`config.mk`:
```
export PLATFORM = sky130hd
export DESIGN_NAME = sync_up_counter
export DESIGN_NICKNAME = d
export VERILOG_FILES = /design/src/rtl/sync_up_counter_pkg.sv /design/src/rtl/sync_up_counter_next.sv /design/src/rtl/sync_up_counter.sv
export SDC_FILE = /design/constraint.sdc
export NUM_CORES = 1
export LEC_CHECK = 0
export ABC_AREA = 1
export BUFFER_PORTS_ARGS = -buffer_cell sky130_fd_sc_hd__buf_4
export CORE_AREA = 5 5 42 44
export CTS_BUF_LIST = sky130_fd_sc_hd__clkbuf_2
export DETAILED_ROUTE_END_ITERATION = 12
export DIE_AREA = 0 0 47 49
export PLACE_DENSITY = 0.45
export SYNTH_ARGS = -nofsm -noshare
export SYNTH_HDL_FRONTEND = slang
export SYNTH_SLANG_ARGS = --single-unit
```
`constraint.sdc`:
```
create_clock -name clk -period 2.5 [get_ports clk]
set_clock_uncertainty 0.05 [all_clocks]
set_input_delay 0.75 -clock clk [delete_from_list [all_inputs] [get_ports clk]]
set_output_delay 0.75 -clock clk [all_outputs]
set_load 0.01 [all_outputs]
```
`src/rtl/sync_up_counter_pkg.sv`:
```
// Shared constants and helpers for sync_up_counter.
// Default width, default terminal value and load clamping.
package sync_up_counter_pkg;

  localparam int unsigned DEF_WIDTH = 4;

  function automatic int unsigned def_max(
    input int unsigned w
  );
    return 32'((64'd1 << w) - 64'd1);
  endfunction

  function automatic int unsigned clamp(
    input int unsigned v,
    input int unsigned m
  );
    return (v > m) ? m : v;
  endfunction

endpackage

```
`src/rtl/sync_up_counter_next.sv`:
```
// Next-state logic for sync_up_counter: next count, wrap, tc.
// Purely combinational; priority clear > load > enable > hold.
module sync_up_counter_next
  import sync_up_counter_pkg::*;
#(
  parameter int unsigned WIDTH   = DEF_WIDTH,
  parameter int unsigned MAX_VAL = def_max(WIDTH)
) (
  input  logic [WIDTH-1:0] count_i,
  input  logic             enable_i,
  input  logic             clear_i,
  input  logic             load_i,
  input  logic [WIDTH-1:0] load_value_i,
  output logic [WIDTH-1:0] count_d_o,
  output logic             wrap_d_o,
  output logic             tc_o
);

  localparam logic [WIDTH-1:0] MAXV = WIDTH'(MAX_VAL);

  logic at_max;

  assign at_max = (count_i == MAXV);
  assign tc_o   = enable_i & at_max;

  always_comb begin
    count_d_o = count_i;
    wrap_d_o  = 1'b0;
    if (clear_i) begin
      count_d_o = '0;
    end else if (load_i) begin
      count_d_o = load_value_i;
    end else if (enable_i) begin
      if (at_max) begin
        count_d_o = '0;
        wrap_d_o  = 1'b1;
      end else begin
        count_d_o = count_i + WIDTH'(1);
      end
    end
  end

endmodule

```
`src/rtl/sync_up_counter.sv`:
```
// Up-counter with enable, clear, wrap pulse and terminal count.
// Parallel load present only with SYNC_UP_COUNTER_LOAD_EN.
module sync_up_counter
  import sync_up_counter_pkg::*;
#(
  parameter int unsigned WIDTH   = DEF_WIDTH,
  parameter int unsigned MAX_VAL = def_max(WIDTH)
) (
  input  logic             clk,
  input  logic             reset,
  input  logic             enable,
  input  logic             clear,
`ifdef SYNC_UP_COUNTER_LOAD_EN
  input  logic             load,
  input  logic [WIDTH-1:0] load_value,
`endif
  output logic [WIDTH-1:0] count,
  output logic             tc,
  output logic             wrap
);

  logic [WIDTH-1:0] count_q, count_d;
  logic             wrap_q, wrap_d;
  logic             tc_n;
  logic             ld;
  logic [WIDTH-1:0] ldv;

`ifdef SYNC_UP_COUNTER_LOAD_EN
  assign ld  = load;
  assign ldv = WIDTH'(clamp(32'(load_value), MAX_VAL));
`else
  assign ld  = 1'b0;
  assign ldv = '0;
`endif

  sync_up_counter_next #(
    .WIDTH   (WIDTH),
    .MAX_VAL (MAX_VAL)
  ) u_next (
    .count_i      (count_q),
    .enable_i     (enable),
    .clear_i      (clear),
    .load_i       (ld),
    .load_value_i (ldv),
    .count_d_o    (count_d),
    .wrap_d_o     (wrap_d),
    .tc_o         (tc_n)
  );

  always_ff @(posedge clk or negedge reset) begin
    if (!reset) begin
      count_q <= '0;
      wrap_q  <= 1'b0;
    end else begin
      count_q <= count_d;
      wrap_q  <= wrap_d;
    end
  end

  // tc is masked while in reset even if MAX_VAL is 0
  assign tc    = tc_n & reset;
  assign count = count_q;
  assign wrap  = wrap_q;

endmodule

```
Yosys cells after proc, flatten, opt, wreduce, memory -nomap -nowiden
Index checks and enable logic that the tools add are counted.
{"block": "totals", "elab_cells": 13, "in_bits": 4, "register_bits": 5}
{"block": "classes", "n_mux": 6, "add_sub_neg": 1, "eq_ne": 1, "reduce_logical": 1, "bitwise": 2}
{"cell": "two-way mux 4 bit", "count": 3}
{"cell": "adder 4 x 1 -> 4 bit (second input constant)", "count": 1}
{"cell": "== test 4 bit (second input constant)", "count": 1}
{"cell": "two-way mux 1 bit", "count": 3}
{"cell": "bitwise AND 1 bit", "count": 2}
{"cell": "nonzero test 2 bit", "count": 1}

Depth between registers and ports, before layout
{"block": "logic_depth", "word_depth": 4, "mapped_depth": 6, "mapped_depth_nobuf": 6}

Cells and area by module
From an unflattened synthesis, not the netlist that was laid out.
{"block": "hier_totals", "cells_unflattened": 38, "area_unflattened_um2": 297.8}
{"module": "sync_up_counter_next", "n_inst": 1, "area_each_um2": 161.4, "cells_each": 30, "seq_area_each_um2": 0.0}
{"module": "sync_up_counter", "n_inst": 1, "area_each_um2": 136.4, "cells_each": 8, "seq_area_each_um2": 125.1}

Worst setup path before layout
Ideal clock, no wire load.
{"block": "synth_path", "path_kind": "input to output", "from": "input port enable", "to": "output port tc", "n_path_buf": 0, "slack_ps": 679, "stages": 2, "required_time_ps": 1700, "t_arrival_ps": 1021, "path_cell_list": "inv_2 > nor3b_2"}
{"block": "synth_between", "elab_chain_cells": 2}
{"item": "start: declaration", "line": "sync_up_counter.sv:11", "rtl": "input logic enable,"}
{"item": "bitwise AND 1 bit", "line": "sync_up_counter_next.sv:24", "rtl": "assign tc_o = enable_i & at_max;"}
{"item": "bitwise AND 1 bit", "line": "sync_up_counter.sv:61", "rtl": "assign tc = tc_n & reset;"}
{"item": "end: declaration", "line": "sync_up_counter.sv:18", "rtl": "output logic tc,"}
Every way passes these cells.

Worst setup path in the final report
{"block": "layout_path", "from": "register count_q[0] (netlist: count[0])", "to": "output port tc"}
{"block": "layout_between", "elab_chain_cells": 3}
{"item": "start: declaration", "line": "sync_up_counter.sv:22", "rtl": "logic [WIDTH-1:0] count_q, count_d;"}
{"item": "start signal: assignment", "line": "sync_up_counter.sv:55", "rtl": "count_q <= count_d;"}
{"item": "== test 4 bit", "line": "sync_up_counter_next.sv:23", "rtl": "assign at_max = (count_i == MAXV);"}
{"item": "bitwise AND 1 bit", "line": "sync_up_counter_next.sv:24"}
{"item": "bitwise AND 1 bit", "line": "sync_up_counter.sv:61"}
Every way passes these cells.

==> reports/summary.txt <==
I/O pin count = 10
Die Ht = 49 um
P_leak = 0.187 nW
Slew Limit Fails = 0
final hold violations = 0
PwrDens = 510 nW/um^2
Setup WS pre-CTS = 0.475 ns
number of hold buffers added after cts = 0
final setup vio count = 0
Comb pwr share = 0.118
DP Cell Count = 53
Design Area, Final = 370 sq um
Fmax = 465 MHz
final worst path period share = 0.860
Seq pwr share = 0.466
Int Pwr = 137 uW
Sink Count = 5
Nets = 47
Routed Antenna Nets = 0
num rows = 14
post-synthesis mux area share = 0
max-cap violation count = 0
post-synthesis compound-gate area fraction = 0.0714
die footprint = 2300 sq um
headroom to the max-slew limit = 0.860
Synth Area in Adders = 0.0476
CTS tree = done
XOR/XNOR Fraction of Synth Area = 0
pin count of the biggest net entering global routing = 7
setup TNS = 0 ns
Mapped Avg Cell Area = 9.38 sq um
post-synthesis sequential area ratio = 0.476
Worst-Skew Late Latency = 0.23 ns
final period demand of the worst path = 2.15 ns
Post-Route Utilization = 0.264
final hold slack = 0.265 ns
Starting DRT DRC Count = 7
CTS Buf Count = 3
Synthesized Nets = 33
clock-pin slew on the worst setup and hold paths = 0.06 ns
GPL Wtd Cong = 0.759
Core ar. = 1400 sq um
synthesis-stage register bit count = 5
switching power = 51.9 uW
wire length per cell = 10.7 um
Post-Synthesis Cells = 28
Pre-Repair DR Iteration Count = 3
largest family of logic cells by synthesized area = simple AND/OR/NAND/NOR gates
DIE WIDTH = 47 um
critical path arrival = 1.35 ns
crit path capture type = output port
Synth Warn # = 0
Routed WL = 611 um
Post-Layout Cell Count = 57
initial antenna violation count = 0
routed vias = 242
R2R Setup Slk = 1.32 ns
DP HPWL = 447 um
measured slew at the worst slew-check pin = 0.209 ns
H-tree levels = 1
area grow syn2layout = 41.0%
DR DRC count = 0
DR vias/cell = 4.25
layout cell share with drive strength beyond 1 = 0.463
Max Buffers Root-to-Sink = 2
Remaining Overflow, GRT = 0
initial core utilization = 0.188
Syn Std Cell Area = 263 sq um
Net Sw Frac = 0.275
gr usage total = 0.0665
Setup crit start kind = flop
synth unique cells = 17
status = complete, no violations
PortBufs = 9
number of antenna diodes = 0
first-pass GRT wire length = 1.03 mm
Area after DPL = 350 sq um
overall power = 189 uW
type of the tightest min-delay check = primary input to async pin
simple-gate area share of the yosys netlist = 0.362
RSZ-0062 raised after global routing = false
clock root buffer master = clkbuf_2
Clock Power Share = 0.417
vias in the first global route = 235
VDD IR max = 0.190 mV
post-cts sizing count = 0
Crit Path Class = flop to output port
Final WS setup = 0.349 ns
Critical Path RT = 1.70 ns
post-CTS setup buffers = 0
CP Max Fanout = 6
## area by class of cell
class	count	area, sq um
clock buffer	4	20.0
fill	159	1030
inverter	3	11.3
multi-input combinational	20	126
sequential	5	125
tap	16	20.0
timing repair buffer	9	67.6
## worst max-delay path, cell delays in order (launching register included)
cell     delay, ns
dfrtp_1       0.43
ha_1          0.25
nand3_2       0.13
nor3b_2       0.17
buf_4         0.14
## cells by family (layout without fill, tap and decap cells)
family	Yosys count	count (layout)
flip-flops	5	5
AO/OA/AOI/OAI	3	3
AND/OR/NAND/NOR	16	16
adder cells (fa/ha/maj)	1	1
buffers and inverters	3	16
## cell usage after synthesis
cell type,count,share of area
nor3b_1,1,0.029
a22o_1,1,0.033
nand2_1,6,0.086
nand2_2,1,0.024
nor3b_2,1,0.048
nand3_1,2,0.038
nand4_1,1,0.024
ha_1,1,0.048
o21ai_1,1,0.019
nor2_4,1,0.043
dfrtp_1,5,0.48
nor2_1,1,0.014
nand3_2,1,0.038
inv_2,2,0.029
a21oi_1,1,0.019
nor3_1,1,0.019
inv_1,1,0.014
## cell usage in the layout (no fill, tap or decap)
cell      count
buf_4         9
nand2_1       6
dfrtp_1       5
clkbuf_2      4
inv_2         2
nand3_1       2
nand3_2       1
nor3b_2       1
nor3_1        1
inv_1         1
nand4_1       1
nor2_4        1
nand2_2       1
nor2_1        1
a22o_1        1
o21ai_1       1
a21oi_1       1
nor3b_1       1
ha_1          1
## metal layers
metal  global-route usage  wire [um]  share of wire
met1               0.0757        279           0.46
met2               0.0792        255           0.42
met3               0.0258         44          0.072
met4               0.0829         33          0.054
met5                    0          0              0
## power by group through the flow
stage	combinational [mW]	clock (mW)	sequential [mW]
floorplan	0.00835	0	0.0899
global placement	0.0228	0	0.0893
CTS	0.0227	0.0836	0.0878
global route	0.0249	0.0852	0.0883
detailed placement	0.0224	0	0.0892
finish	0.0222	0.0787	0.0879
## path summary, 6_finish.rpt
check / to / depth (start not counted) / from
worst max-delay path: tc / 4 / count[0]
worst min-delay path: count[3] / 1 / reset
worst max register to register: count[3] / 6 / count[0]
worst min register to register: count[0] / 1 / count[0]
max in group asynchronous: count[2] / 1 / reset
min in group clk: count[0] / 1 / count[0]
## registers in the layout, summed over array words and instances (netlist names)
register  flops
count         4
wrap          1
Note: power is estimated with default switching activity, not from simulation.
